$ cat config.mk
export PLATFORM = sky130hd
export DESIGN_NAME = vx_lmem_bank_sched
export DESIGN_NICKNAME = d
export VERILOG_FILES = /design/src/rtl/vx_lmem_bank_sched_pkg.sv /design/src/rtl/vx_lmem_bank_sched_conflict_pick.sv /design/src/rtl/vx_lmem_bank_sched.sv
export SDC_FILE = /design/constraint.sdc
export NUM_CORES = 1
export LEC_CHECK = 0
export CORE_AREA = 4 4 263 265
export DETAILED_ROUTE_END_ITERATION = 8
export DIE_AREA = 0 0 267 269
export PLACE_DENSITY = 0.63
export SLEW_MARGIN = 0
export SYNTH_ARGS = -nofsm -noshare
export SYNTH_HDL_FRONTEND = slang
export SYNTH_HIERARCHICAL = 1
export SYNTH_SLANG_ARGS = --single-unit
$ cat constraint.sdc
create_clock -name clk -period 3.9 [get_ports clk]
set_input_delay 0.585 -clock clk [delete_from_list [all_inputs] [get_ports clk]]
set_output_delay 0.585 -clock clk [all_outputs]
set_load 0.01 [all_outputs]
$ cat src/rtl/vx_lmem_bank_sched_pkg.sv
`default_nettype none
// +----------------------------------------------------------------------+
// | vx_lmem_bank_sched_pkg                                               |
// | Shared local-memory interleaving helpers and scheduler state type.   |
// | Bank select comes from the low word-address bits and the row from    |
// | the remaining upper bits, so every block that touches local memory   |
// | agrees on how addresses are interleaved.                             |
// | Revision: 1.0                                                        |
// +----------------------------------------------------------------------+
package vx_lmem_bank_sched_pkg;

  typedef enum logic [1:0] {
    ST_IDLE  = 2'd0,
    ST_ISSUE = 2'd1,
    ST_DRAIN = 2'd2,
    ST_RESP  = 2'd3
  } sched_state_t;

  // The bank count must be a power of two and at least 2.
  function automatic int lmem_bank_sel_bits(input int num_banks);
    return $clog2(num_banks);
  endfunction

  function automatic int lmem_row_bits(input int addr_width, input int num_banks);
    return addr_width - lmem_bank_sel_bits(num_banks);
  endfunction

  function automatic logic [31:0] lmem_bank_sel(input logic [31:0] addr, input int sel_bits);
    return addr & ((32'd1 << sel_bits) - 32'd1);
  endfunction

  function automatic logic [31:0] lmem_row(input logic [31:0] addr, input int sel_bits);
    return addr >> sel_bits;
  endfunction

endpackage
`default_nettype wire

$ cat src/rtl/vx_lmem_bank_sched_conflict_pick.sv
`default_nettype none
// +----------------------------------------------------------------------+
// | vx_lmem_bank_sched_conflict_pick                                     |
// | Combinational bank-conflict resolver for one scheduling pass.        |
// | Ports:                                                               |
// |   pending   - lanes still waiting for a bank access                  |
// |   rw        - 1 = write request                                      |
// |   addr      - per-lane word addresses                                |
// |   win_valid - per bank: some pending lane maps to this bank          |
// |   win_idx   - per bank: lowest-index pending lane on this bank       |
// |   served    - lanes completed by this pass (winners + read merges)   |
// | Revision: 1.0                                                        |
// +----------------------------------------------------------------------+
module vx_lmem_bank_sched_conflict_pick
  import vx_lmem_bank_sched_pkg::*;
#(
  parameter int NUM_LANES  = 4,
  parameter int NUM_BANKS  = 4,
  parameter int ADDR_WIDTH = 12,
  parameter int LANE_BITS  = 2
) (
  input  logic [NUM_LANES-1:0]            pending,
  input  logic                            rw,
  input  logic [NUM_LANES*ADDR_WIDTH-1:0] addr,
  output logic [NUM_BANKS-1:0]            win_valid,
  output logic [NUM_BANKS*LANE_BITS-1:0]  win_idx,
  output logic [NUM_LANES-1:0]            served
);

  localparam int BANK_SEL_BITS = lmem_bank_sel_bits(NUM_BANKS);

  logic [ADDR_WIDTH-1:0]    lane_addr [NUM_LANES];
  logic [BANK_SEL_BITS-1:0] lane_bank [NUM_LANES];
  logic [LANE_BITS-1:0]     win_lane;

  generate
    for (genvar i = 0; i < NUM_LANES; i++) begin : g_lane
      assign lane_addr[i] = addr[i*ADDR_WIDTH +: ADDR_WIDTH];
      assign lane_bank[i] = BANK_SEL_BITS'(lmem_bank_sel(32'(lane_addr[i]), BANK_SEL_BITS));
    end
  endgenerate

  // Scanning lanes from high to low lets the lowest-index match overwrite
  // the others, giving lowest-index priority without an early exit.
  always_comb begin
    win_valid = '0;
    win_idx   = '0;
    for (int b = 0; b < NUM_BANKS; b++) begin
      for (int l = NUM_LANES - 1; l >= 0; l--) begin
        if (pending[l] && (lane_bank[l] == BANK_SEL_BITS'(b))) begin
          win_valid[b]                      = 1'b1;
          win_idx[b*LANE_BITS +: LANE_BITS] = LANE_BITS'(l);
        end
      end
    end
  end

  // A pending lane always has a winner on its own bank. Reads sharing the
  // winner's exact address ride along; writes never merge so that later
  // lanes to the same word land after earlier ones.
  always_comb begin
    served   = '0;
    win_lane = '0;
    for (int l = 0; l < NUM_LANES; l++) begin
      win_lane = win_idx[int'(lane_bank[l])*LANE_BITS +: LANE_BITS];
      if (pending[l]) begin
        if (win_lane == LANE_BITS'(l)) begin
          served[l] = 1'b1;
        end else if (!rw && (lane_addr[win_lane] == lane_addr[l])) begin
          served[l] = 1'b1;
        end
      end
    end
  end

endmodule
`default_nettype wire

$ cat src/rtl/vx_lmem_bank_sched.sv
`default_nettype none
// +----------------------------------------------------------------------+
// | vx_lmem_bank_sched                                                   |
// | Splits a warp-wide local-memory request into conflict-free bank      |
// | passes, merges same-address reads, and reassembles read data into a  |
// | single warp-wide response. Writes complete without a response.       |
// | Ports:                                                               |
// |   clk, reset           - clock, synchronous active-high reset        |
// |   req_*                - warp request (valid/ready handshake)        |
// |   rsp_*                - warp read response (valid/ready handshake)  |
// |   bank_req_*           - per-bank SRAM access, one pass per cycle    |
// |   bank_rsp_data        - per-bank read data, one cycle after access  |
// | Revision: 1.0                                                        |
// +----------------------------------------------------------------------+
module vx_lmem_bank_sched
  import vx_lmem_bank_sched_pkg::*;
#(
  parameter int NUM_LANES  = 4,
  parameter int NUM_BANKS  = 4,
  parameter int WORD_SIZE  = 4,
  parameter int ADDR_WIDTH = 12,
  parameter int TAG_WIDTH  = 8
) (
  input  logic                                     clk,
  input  logic                                     reset,
  input  logic                                     req_valid,
  input  logic                                     req_rw,
  input  logic [NUM_LANES-1:0]                     req_mask,
  input  logic [NUM_LANES*WORD_SIZE-1:0]           req_byteen,
  input  logic [NUM_LANES*ADDR_WIDTH-1:0]          req_addr,
  input  logic [NUM_LANES*WORD_SIZE*8-1:0]         req_data,
  input  logic [TAG_WIDTH-1:0]                     req_tag,
  output logic                                     req_ready,
  output logic                                     rsp_valid,
  output logic [NUM_LANES-1:0]                     rsp_mask,
  output logic [NUM_LANES*WORD_SIZE*8-1:0]         rsp_data,
  output logic [TAG_WIDTH-1:0]                     rsp_tag,
  input  logic                                     rsp_ready,
  output logic [NUM_BANKS-1:0]                     bank_req_valid,
  output logic [NUM_BANKS-1:0]                     bank_req_rw,
  output logic [NUM_BANKS*(ADDR_WIDTH-$clog2(NUM_BANKS))-1:0] bank_req_addr,
  output logic [NUM_BANKS*WORD_SIZE-1:0]           bank_req_byteen,
  output logic [NUM_BANKS*WORD_SIZE*8-1:0]         bank_req_data,
  input  logic [NUM_BANKS*WORD_SIZE*8-1:0]         bank_rsp_data
);

  localparam int BANK_SEL_BITS = lmem_bank_sel_bits(NUM_BANKS);
  localparam int ROW_BITS      = lmem_row_bits(ADDR_WIDTH, NUM_BANKS);
  localparam int WORD_BITS     = WORD_SIZE * 8;
  localparam int LANE_BITS     = (NUM_LANES > 1) ? $clog2(NUM_LANES) : 1;

  sched_state_t                     state;
  logic                             lat_rw;
  logic [NUM_LANES-1:0]             lat_mask;
  logic [NUM_LANES*WORD_SIZE-1:0]   lat_byteen;
  logic [NUM_LANES*ADDR_WIDTH-1:0]  lat_addr;
  logic [NUM_LANES*WORD_BITS-1:0]   lat_data;
  logic [TAG_WIDTH-1:0]             lat_tag;
  logic [NUM_LANES-1:0]             pending;
  logic [NUM_LANES-1:0]             cap_served;   // lanes whose bank data arrives this cycle

  logic [NUM_BANKS-1:0]             win_valid;
  logic [NUM_BANKS*LANE_BITS-1:0]   win_idx;
  logic [NUM_LANES-1:0]             served;
  logic [NUM_LANES-1:0]             remaining;
  logic [LANE_BITS-1:0]             sel_lane;

  logic [BANK_SEL_BITS-1:0]         lane_bank [NUM_LANES];
  logic [ROW_BITS-1:0]              lane_row  [NUM_LANES];

  generate
    for (genvar i = 0; i < NUM_LANES; i++) begin : g_lane_decode
      assign lane_bank[i] = BANK_SEL_BITS'(lmem_bank_sel(32'(lat_addr[i*ADDR_WIDTH +: ADDR_WIDTH]), BANK_SEL_BITS));
      assign lane_row[i]  = ROW_BITS'(lmem_row(32'(lat_addr[i*ADDR_WIDTH +: ADDR_WIDTH]), BANK_SEL_BITS));
    end
  endgenerate

  vx_lmem_bank_sched_conflict_pick #(
    .NUM_LANES  (NUM_LANES),
    .NUM_BANKS  (NUM_BANKS),
    .ADDR_WIDTH (ADDR_WIDTH),
    .LANE_BITS  (LANE_BITS)
  ) u_pick (
    .pending   (pending),
    .rw        (lat_rw),
    .addr      (lat_addr),
    .win_valid (win_valid),
    .win_idx   (win_idx),
    .served    (served)
  );

  assign remaining = pending & ~served;
  assign req_ready = (state == ST_IDLE);
  assign rsp_valid = (state == ST_RESP);
  assign rsp_mask  = lat_mask;
  assign rsp_tag   = lat_tag;

  // Bank drive: only during ISSUE, and only for banks that have a winner.
  always_comb begin
    bank_req_valid  = '0;
    bank_req_rw     = '0;
    bank_req_addr   = '0;
    bank_req_byteen = '0;
    bank_req_data   = '0;
    sel_lane        = '0;
    if (state == ST_ISSUE) begin
      for (int b = 0; b < NUM_BANKS; b++) begin
        if (win_valid[b]) begin
          sel_lane                                   = win_idx[b*LANE_BITS +: LANE_BITS];
          bank_req_valid[b]                          = 1'b1;
          bank_req_rw[b]                             = lat_rw;
          bank_req_addr[b*ROW_BITS +: ROW_BITS]      = lane_row[sel_lane];
          bank_req_byteen[b*WORD_SIZE +: WORD_SIZE]  = lat_byteen[sel_lane*WORD_SIZE +: WORD_SIZE];
          bank_req_data[b*WORD_BITS +: WORD_BITS]    = lat_data[sel_lane*WORD_BITS +: WORD_BITS];
        end
      end
    end
  end

  always_ff @(posedge clk) begin
    if (reset) begin
      state      <= ST_IDLE;
      lat_rw     <= 1'b0;
      lat_mask   <= '0;
      lat_byteen <= '0;
      lat_addr   <= '0;
      lat_data   <= '0;
      lat_tag    <= '0;
      pending    <= '0;
      cap_served <= '0;
      rsp_data   <= '0;
    end else begin
      // Read data of pass k is captured while pass k+1 issues; merged lanes
      // share an address, so each lane reads its own bank.
      cap_served <= (state == ST_ISSUE && !lat_rw) ? served : '0;
      for (int l = 0; l < NUM_LANES; l++) begin
        if (cap_served[l]) begin
          rsp_data[l*WORD_BITS +: WORD_BITS] <= bank_rsp_data[lane_bank[l]*WORD_BITS +: WORD_BITS];
        end
      end

      case (state)
        ST_IDLE: begin
          if (req_valid) begin
            lat_rw     <= req_rw;
            lat_mask   <= req_mask;
            lat_byteen <= req_byteen;
            lat_addr   <= req_addr;
            lat_data   <= req_data;
            lat_tag    <= req_tag;
            pending    <= req_mask;
            rsp_data   <= '0;     // inactive lanes must read back as zero
            if (req_mask != '0) begin
              state <= ST_ISSUE;
            end else if (!req_rw) begin
              state <= ST_RESP;
            end
          end
        end
        ST_ISSUE: begin
          pending <= remaining;
          if (remaining == '0) begin
            state <= lat_rw ? ST_IDLE : ST_DRAIN;
          end
        end
        ST_DRAIN: state <= ST_RESP;
        ST_RESP: begin
          if (rsp_ready) begin
            state <= ST_IDLE;
          end
        end
        default: state <= ST_IDLE;
      endcase
    end
  end

endmodule
`default_nettype wire

==> reports/results.tsv, run 1 <==
metric	value	unit
result of the run	completed	
H-tree Lvls	2	
CTS clk-pin slew, worst paths	0.06	ns
Hold WC Path Type	primary input to flip-flop	
fmax	264	MHz
power density cells	349	nW/um2
Port Buffers	670	
GRT Resource Usage Total	0.280	
DR vias/cell	5.88	
Final min period	3.78	ns
Synth Flop Type	dfxtp_1	
DR vias	22000	
I/O Pins	671	
Worst setup EP type	output port	
Crit Path Category	flip-flop to output port	
warnings from Yosys	6	
hold_sp	reset	
Final setup viols	0	
Clock Latency Late Sink	0.57	ns
Clock Path Buffers	3	
Starting Density	0.340	
root buffer cell	clkbuf_16	
register area share after synthesis	0.302	
WHS Path Cells	2	
number of synthesized flops with an enable pin	0	
fillers	6140	
Power, Total	11200	uW
DRT Wirelength	105000	um
DPL Wire Length	71600	um
R2R Setup Slk	0.20	ns
global-route wire length before repair	151000	um
Critical Path Source Type	flip-flop	
DIE AREA	71800	um2
max-cap violation count	0	
post-synthesis cell count	2249	
Syn Area/Cell	10.1	um2
P_leak	0.0117	uW
worst vdd ir	0.280	mV
Num CTS Buffers	43	
DR DRC count	0	
GP Congestion	0.973	
vias in the first global route	22700	
Rows	95	
Hold Path End	lat_addr[44]$_SDFFE_PP0P_	
number of synthesized register bits	343	
Max FO, Critical Path	24	
Worst EP required	3.31	ns
Final Hold Violating Endpoints	0	
antenna violations before repair	21	
Netlist cell types	66	
Nets	3163	
# clock sinks	343	
Area Overhead vs Synth	41.9	%
Slew headroom	0.312	
Worst Tran Pin Value	1.03	ns
largest net degree at the start of global routing	195	
core footprint	66800	um2
worst setup margin	0.115	ns
Max Clock Skew	0.0261	ns
WL/cell	28.2	um
Iter 0 DRT Violations	2014	
reg2reg start	pending[0]$_SDFFE_PP0P_	
r2r endpoint	state[1]$_SDFFE_PP0P_	
WP data arrival	3.20	ns
period utilisation layout	0.970	
post-route ant nets	0	
FFs w/ async S/R, synth	0	
syn nets	2586	
CTS tree	yes	
share of post-route cells with drive strength above 1	0.185	
GR Overflow Total	0	
first drt pass iteration count	6	
R2R depth	14	
combined area of all synthesized cells	22700	um2
Setup WS pre-CTS	0.203	ns
DIE WIDTH	267	um
Slew Limit Fails	0	
Die H	269	um
## cell families after synthesis
family	after synthesis	synth area share
AO/OA/AOI/OAI	299	0.0756
XOR/XNOR	46	0.0177
buffers and inverters	264	0.0570
flip-flops	343	0.302
multiplexers	463	0.378
AND/OR/NAND/NOR	834	0.169
## flip-flops by register name, indices dropped and copies added, names as in the netlist
name        count
rsp_tag         8
state           2
rsp_data      128
pending         4
lat_data      128
lat_rw          1
cap_served      4
lat_addr       48
rsp_mask        4
lat_byteen     16
## area by class of cell
| class | instances | area [um2] | area share |
|---|---|---|---|
| multi-input combinational | 1642 | 14700 | 0.454 |
| antenna | 10 | 25.0 | 0.000776 |
| inverter | 31 | 133 | 0.00411 |
| clock buffer | 64 | 1290 | 0.0399 |
| sequential | 343 | 6900 | 0.214 |
| clock inverter | 13 | 218 | 0.00675 |
| timing repair buffer | 765 | 7950 | 0.246 |
| tap | 873 | 1090 | 0.0339 |
## timing repair
action	4_1_cts	5_1_grt
hold buffers	0	0
cloned	5	2
pin swaps	2	0
setup endpoints to repair	178	151
setup buffers	12	8
resized for setup	34	32
## worst max path at each step
stage	cells past startpoint	endpoint	slack (ns)	startpoint
6_report	7	bank_req_addr[7]	0.12	pending[3]$_SDFFE_PP0P_
5_1_grt	8	bank_req_data[95]	-0.004	lat_addr[36]$_SDFFE_PP0P_
4_1_cts	8	bank_req_addr[7]	0.0002	lat_addr[24]$_SDFFE_PP0P_
3_5_place_dp	11	state[1]$_SDFFE_PP0P_	0.20	lat_addr[37]$_SDFFE_PP0P_
3_3_place_gp	10	state[0]$_SDFFE_PP0P_	0.14	lat_addr[37]$_SDFFE_PP0P_
2_1_floorplan	13	state[1]$_SDFFE_PP0P_	0.63	lat_addr[12]$_SDFFE_PP0P_
## placed cells by master, fill, tap and decap left out, types with 5 or more instances in the layout
cell type / count
buf_4: 60
mux4_2: 316
xnor2_1: 19
nor4_1: 7
dlygate4sd2_1: 13
clkbuf_1: 10
dlymetal6s2s_1: 17
nor3b_1: 5
a21oi_1: 220
clkbuf_8: 9
nand3_2: 5
buf_16: 8
buf_12: 21
nand3_1: 7
clkbuf_16: 47
dfxtp_1: 328
nand3b_1: 6
o211ai_1: 6
mux2i_1: 143
bufinv_16: 6
xor2_1: 27
nor3_1: 6
nand2b_1: 6
nor2_1: 140
and3_1: 193
and2_1: 7
clkinv_2: 7
and3b_1: 5
diode_2: 10
dfxtp_4: 7
o21ai_0: 11
dfxtp_2: 8
clkdlybuf4s50_1: 639
nand2_1: 426
inv_1: 27
## cell usage after synthesis, drive strengths merged (7+ instances only)
library cell / instances / area [um2]
xnor2: 19 / 166
a21oi: 221 / 1110
nor3b: 9 / 93.9
dfxtp: 343 / 6870
nor2: 140 / 526
mux4: 316 / 7120
nand3: 12 / 65.1
nand2b: 7 / 43.8
o21ai: 16 / 80.1
nor4: 7 / 43.8
xor2: 27 / 236
clkbuf: 101 / 384
nand2: 427 / 1600
mux2i: 143 / 1430
inv: 31 / 116
and2: 7 / 43.8
and3: 193 / 1210
buf: 132 / 796
## stage by stage
step | cell area [um2] | setup TNS (ns) | instances | hold slack (ns) | util
global route | 32300 | -0.00394 | 3736 | 0.421 | 0.483
floorplan | 22700 | 0 | 2249 | 0.459 | -
global placement | 30200 | 0 | 3627 | 0.442 | 0.452
finish | 32300 | 0 | 3741 | 0.425 | 0.483
detailed placement | 30200 | 0 | 3627 | 0.450 | 0.452
CTS | 32000 | 0 | 3721 | 0.383 | 0.480
## layer usage
layer / up-vias / GRT usage / share of wire
met2: 1242 / 0.471 / 0.48
met3: 295 / 0.0820 / 0.099
met1: 11000 / 0.334 / 0.37
met4: 10 / 0.125 / 0.047
met5: - / 0 / 0.00069
li1: 9477 / - / -
## critical path, stage by stage, from the launching register on
cell             delay, ns
dfxtp_2               0.43
or3b_4                0.44
a211oi_4              0.20
buf_4                 0.21
buf_12                0.25
mux4_2                0.37
and3_1                0.22
clkdlybuf4s50_1       0.48
## power breakdown
group | switching, uW | leakage, uW | internal [uW]
sequential | 357 | 0.00280 | 3700
combinational | 1450 | 0.00820 | 1440
clock | 1640 | 0.000740 | 2670
Note: power is estimated with default switching activity, not from simulation.
==> inputs of run 2 (changes only) <==
Settings changed: CORE_AREA 4 4 263 265 to 4 4 257 259, DIE_AREA 0 0 267 269 to 0 0 261 263, DONT_BUFFER_PORTS from default to 1, PLACE_DENSITY 0.63 to 0.52, RECOVER_POWER from default to 25.
==> reports/results.tsv, run 2 (synthesis results as in run 1) <==
metric	value	unit
commonest non-fill, non-tap cell in the layout	nand2_1	
CTS clk-pin slew, worst paths	0.06	ns
Worst Tran Pin Value	1.60	ns
Final setup viols	0	
Area Overhead vs Synth	9.43	%
fmax	263	MHz
H-tree Lvls	2	
Worst setup EP type	output port	
DR vias	19000	
P_leak	0.00865	uW
largest net degree at the start of global routing	214	
GP Congestion	0.950	
WP data arrival	3.22	ns
Max Clock Skew	0.0152	ns
Slew headroom	-0.0634	
Hold WC Path Type	primary input to flip-flop	
result of the run	finished with violations	
WL met2	43600	um
Clock Latency Late Sink	0.58	ns
Top Metal Used	met5	
fillers	6259	
Nets	2474	
Final min period	3.80	ns
Worst EP required	3.31	ns
Slew Limit Fails	40	
WL/cell	30.9	um
unrepaired setup endpoints after global routing	false	
hold bufs inserted after CTS	0	
post-route ant nets	0	
Die H	263	um
failing checks	max-capacitance violations, max-slew violations	
period utilisation layout	0.975	
DIE AREA	68600	um2
# clock sinks	343	
R2R Setup Slk	0.24	ns
share of post-route cells with drive strength above 1	0.230	
DIE WIDTH	261	um
root buffer cell	clkbuf_16	
Met1 Wirelength	34600	um
Clock Path Buffers	3	
CTS tree	yes	
Num CTS Buffers	44	
antenna violations before repair	9	
metal3 WL	11200	um
Core Util, Final	0.389	
power density cells	418	nW/um2
Regs by FF count	lat_data (128), rsp_data (128), lat_addr (48)	
Final Hold Violating Endpoints	0	
Starting Density	0.356	
GR Overflow Total	0	
Critical Path Source Type	flip-flop	
worst vdd ir	0.345	mV
vias in the first global route	18800	
DR vias/cell	6.29	
GRT Resource Usage Total	0.260	
Setup TNS	0	ns
global-route wire length before repair	134000	um
commonest non-fill, non-tap cells in the layout	nand2_1 (427), dfxtp_1 (331), mux4_2 (316)	
DRT Wirelength	93500	um
first drt pass iteration count	7	
Crit Path Category	flip-flop to output port	
Port Buffers	0	
max-cap violation count	1	
core footprint	63900	um2
Iter 0 DRT Violations	1922	
Rows	93	
DR DRC count	0	
Max FO, Critical Path	46	
I/O Pins	671	
DPL Wire Length	66100	um
-- run 2: stage by stage --
step / cells / worst slack, ns / area, um2 / total power, uW / hold WS [ns]
final: 3026 / 0.0985 / 24900 / 10400 / 0.0845
after floorplan: 2249 / 0.634 / 22700 / 5710 / 0.459
after global placement: 2946 / 0.245 / 23400 / 6290 / 0.472
after detailed placement: 2946 / 0.221 / 23400 / 6330 / 0.476
after CTS: 3022 / 0.0653 / 24900 / 10500 / 0.0505
after global routing: 3023 / 0.00981 / 24900 / 10800 / 0.0564
-- run 2: routing by layer --
layer | GRT usage | vias to the layer above
met3 | 0.0971 | 217
met1 | 0.317 | 9557
met4 | 0.0935 | 8
met5 | 0 | -
li1 | - | 8102
met2 | 0.421 | 1151
-- run 2: final timing paths --
check / from / end / cells past startpoint
max: pending[3]$_SDFFE_PP0P_ / bank_req_data[16] / 5
min: reset / rsp_tag[7]$_SDFFE_PP0P_ / 1
max reg2reg: pending[3]$_SDFFE_PP0P_ / state[0]$_SDFFE_PP0P_ / 12
min reg2reg: lat_byteen[8]$_SDFFE_PP0P_ / lat_byteen[8]$_SDFFE_PP0P_ / 2
-- run 2: critical path: stages, from the launching register on --
cell and delay, ns:
dfxtp_1 0.47, or3b_1 0.47, a211oi_4 0.37, buf_6 0.48, mux4_2 0.42, and3_1 0.27
-- run 2: layout make-up --
type,count,area (um2),share of cell area
Multi-Input combinational cell,1642,14600,0.588
Tap cell,855,1070,0.0430
Inverter,31,131,0.00528
Sequential cell,343,6890,0.277
Timing Repair Buffer,75,707,0.0284
Clock inverter,15,155,0.00624
Antenna cell,4,10.0,0.000402
Clock buffer,61,1290,0.0517
-- run 2: what timing repair did --
action / CTS / global route
buffers inserted: 0 / 0
pin swaps: 0 / 0
endpoints found under the setup margin: 78 / 12
gates resized for setup: 2 / 7
-- run 2: where the power goes --
part | switching (uW) | total (uW) | internal [uW]
clock network | 1690 | 4120 | 2430
registers | 309 | 4010 | 3700
logic | 1250 | 2260 | 1010
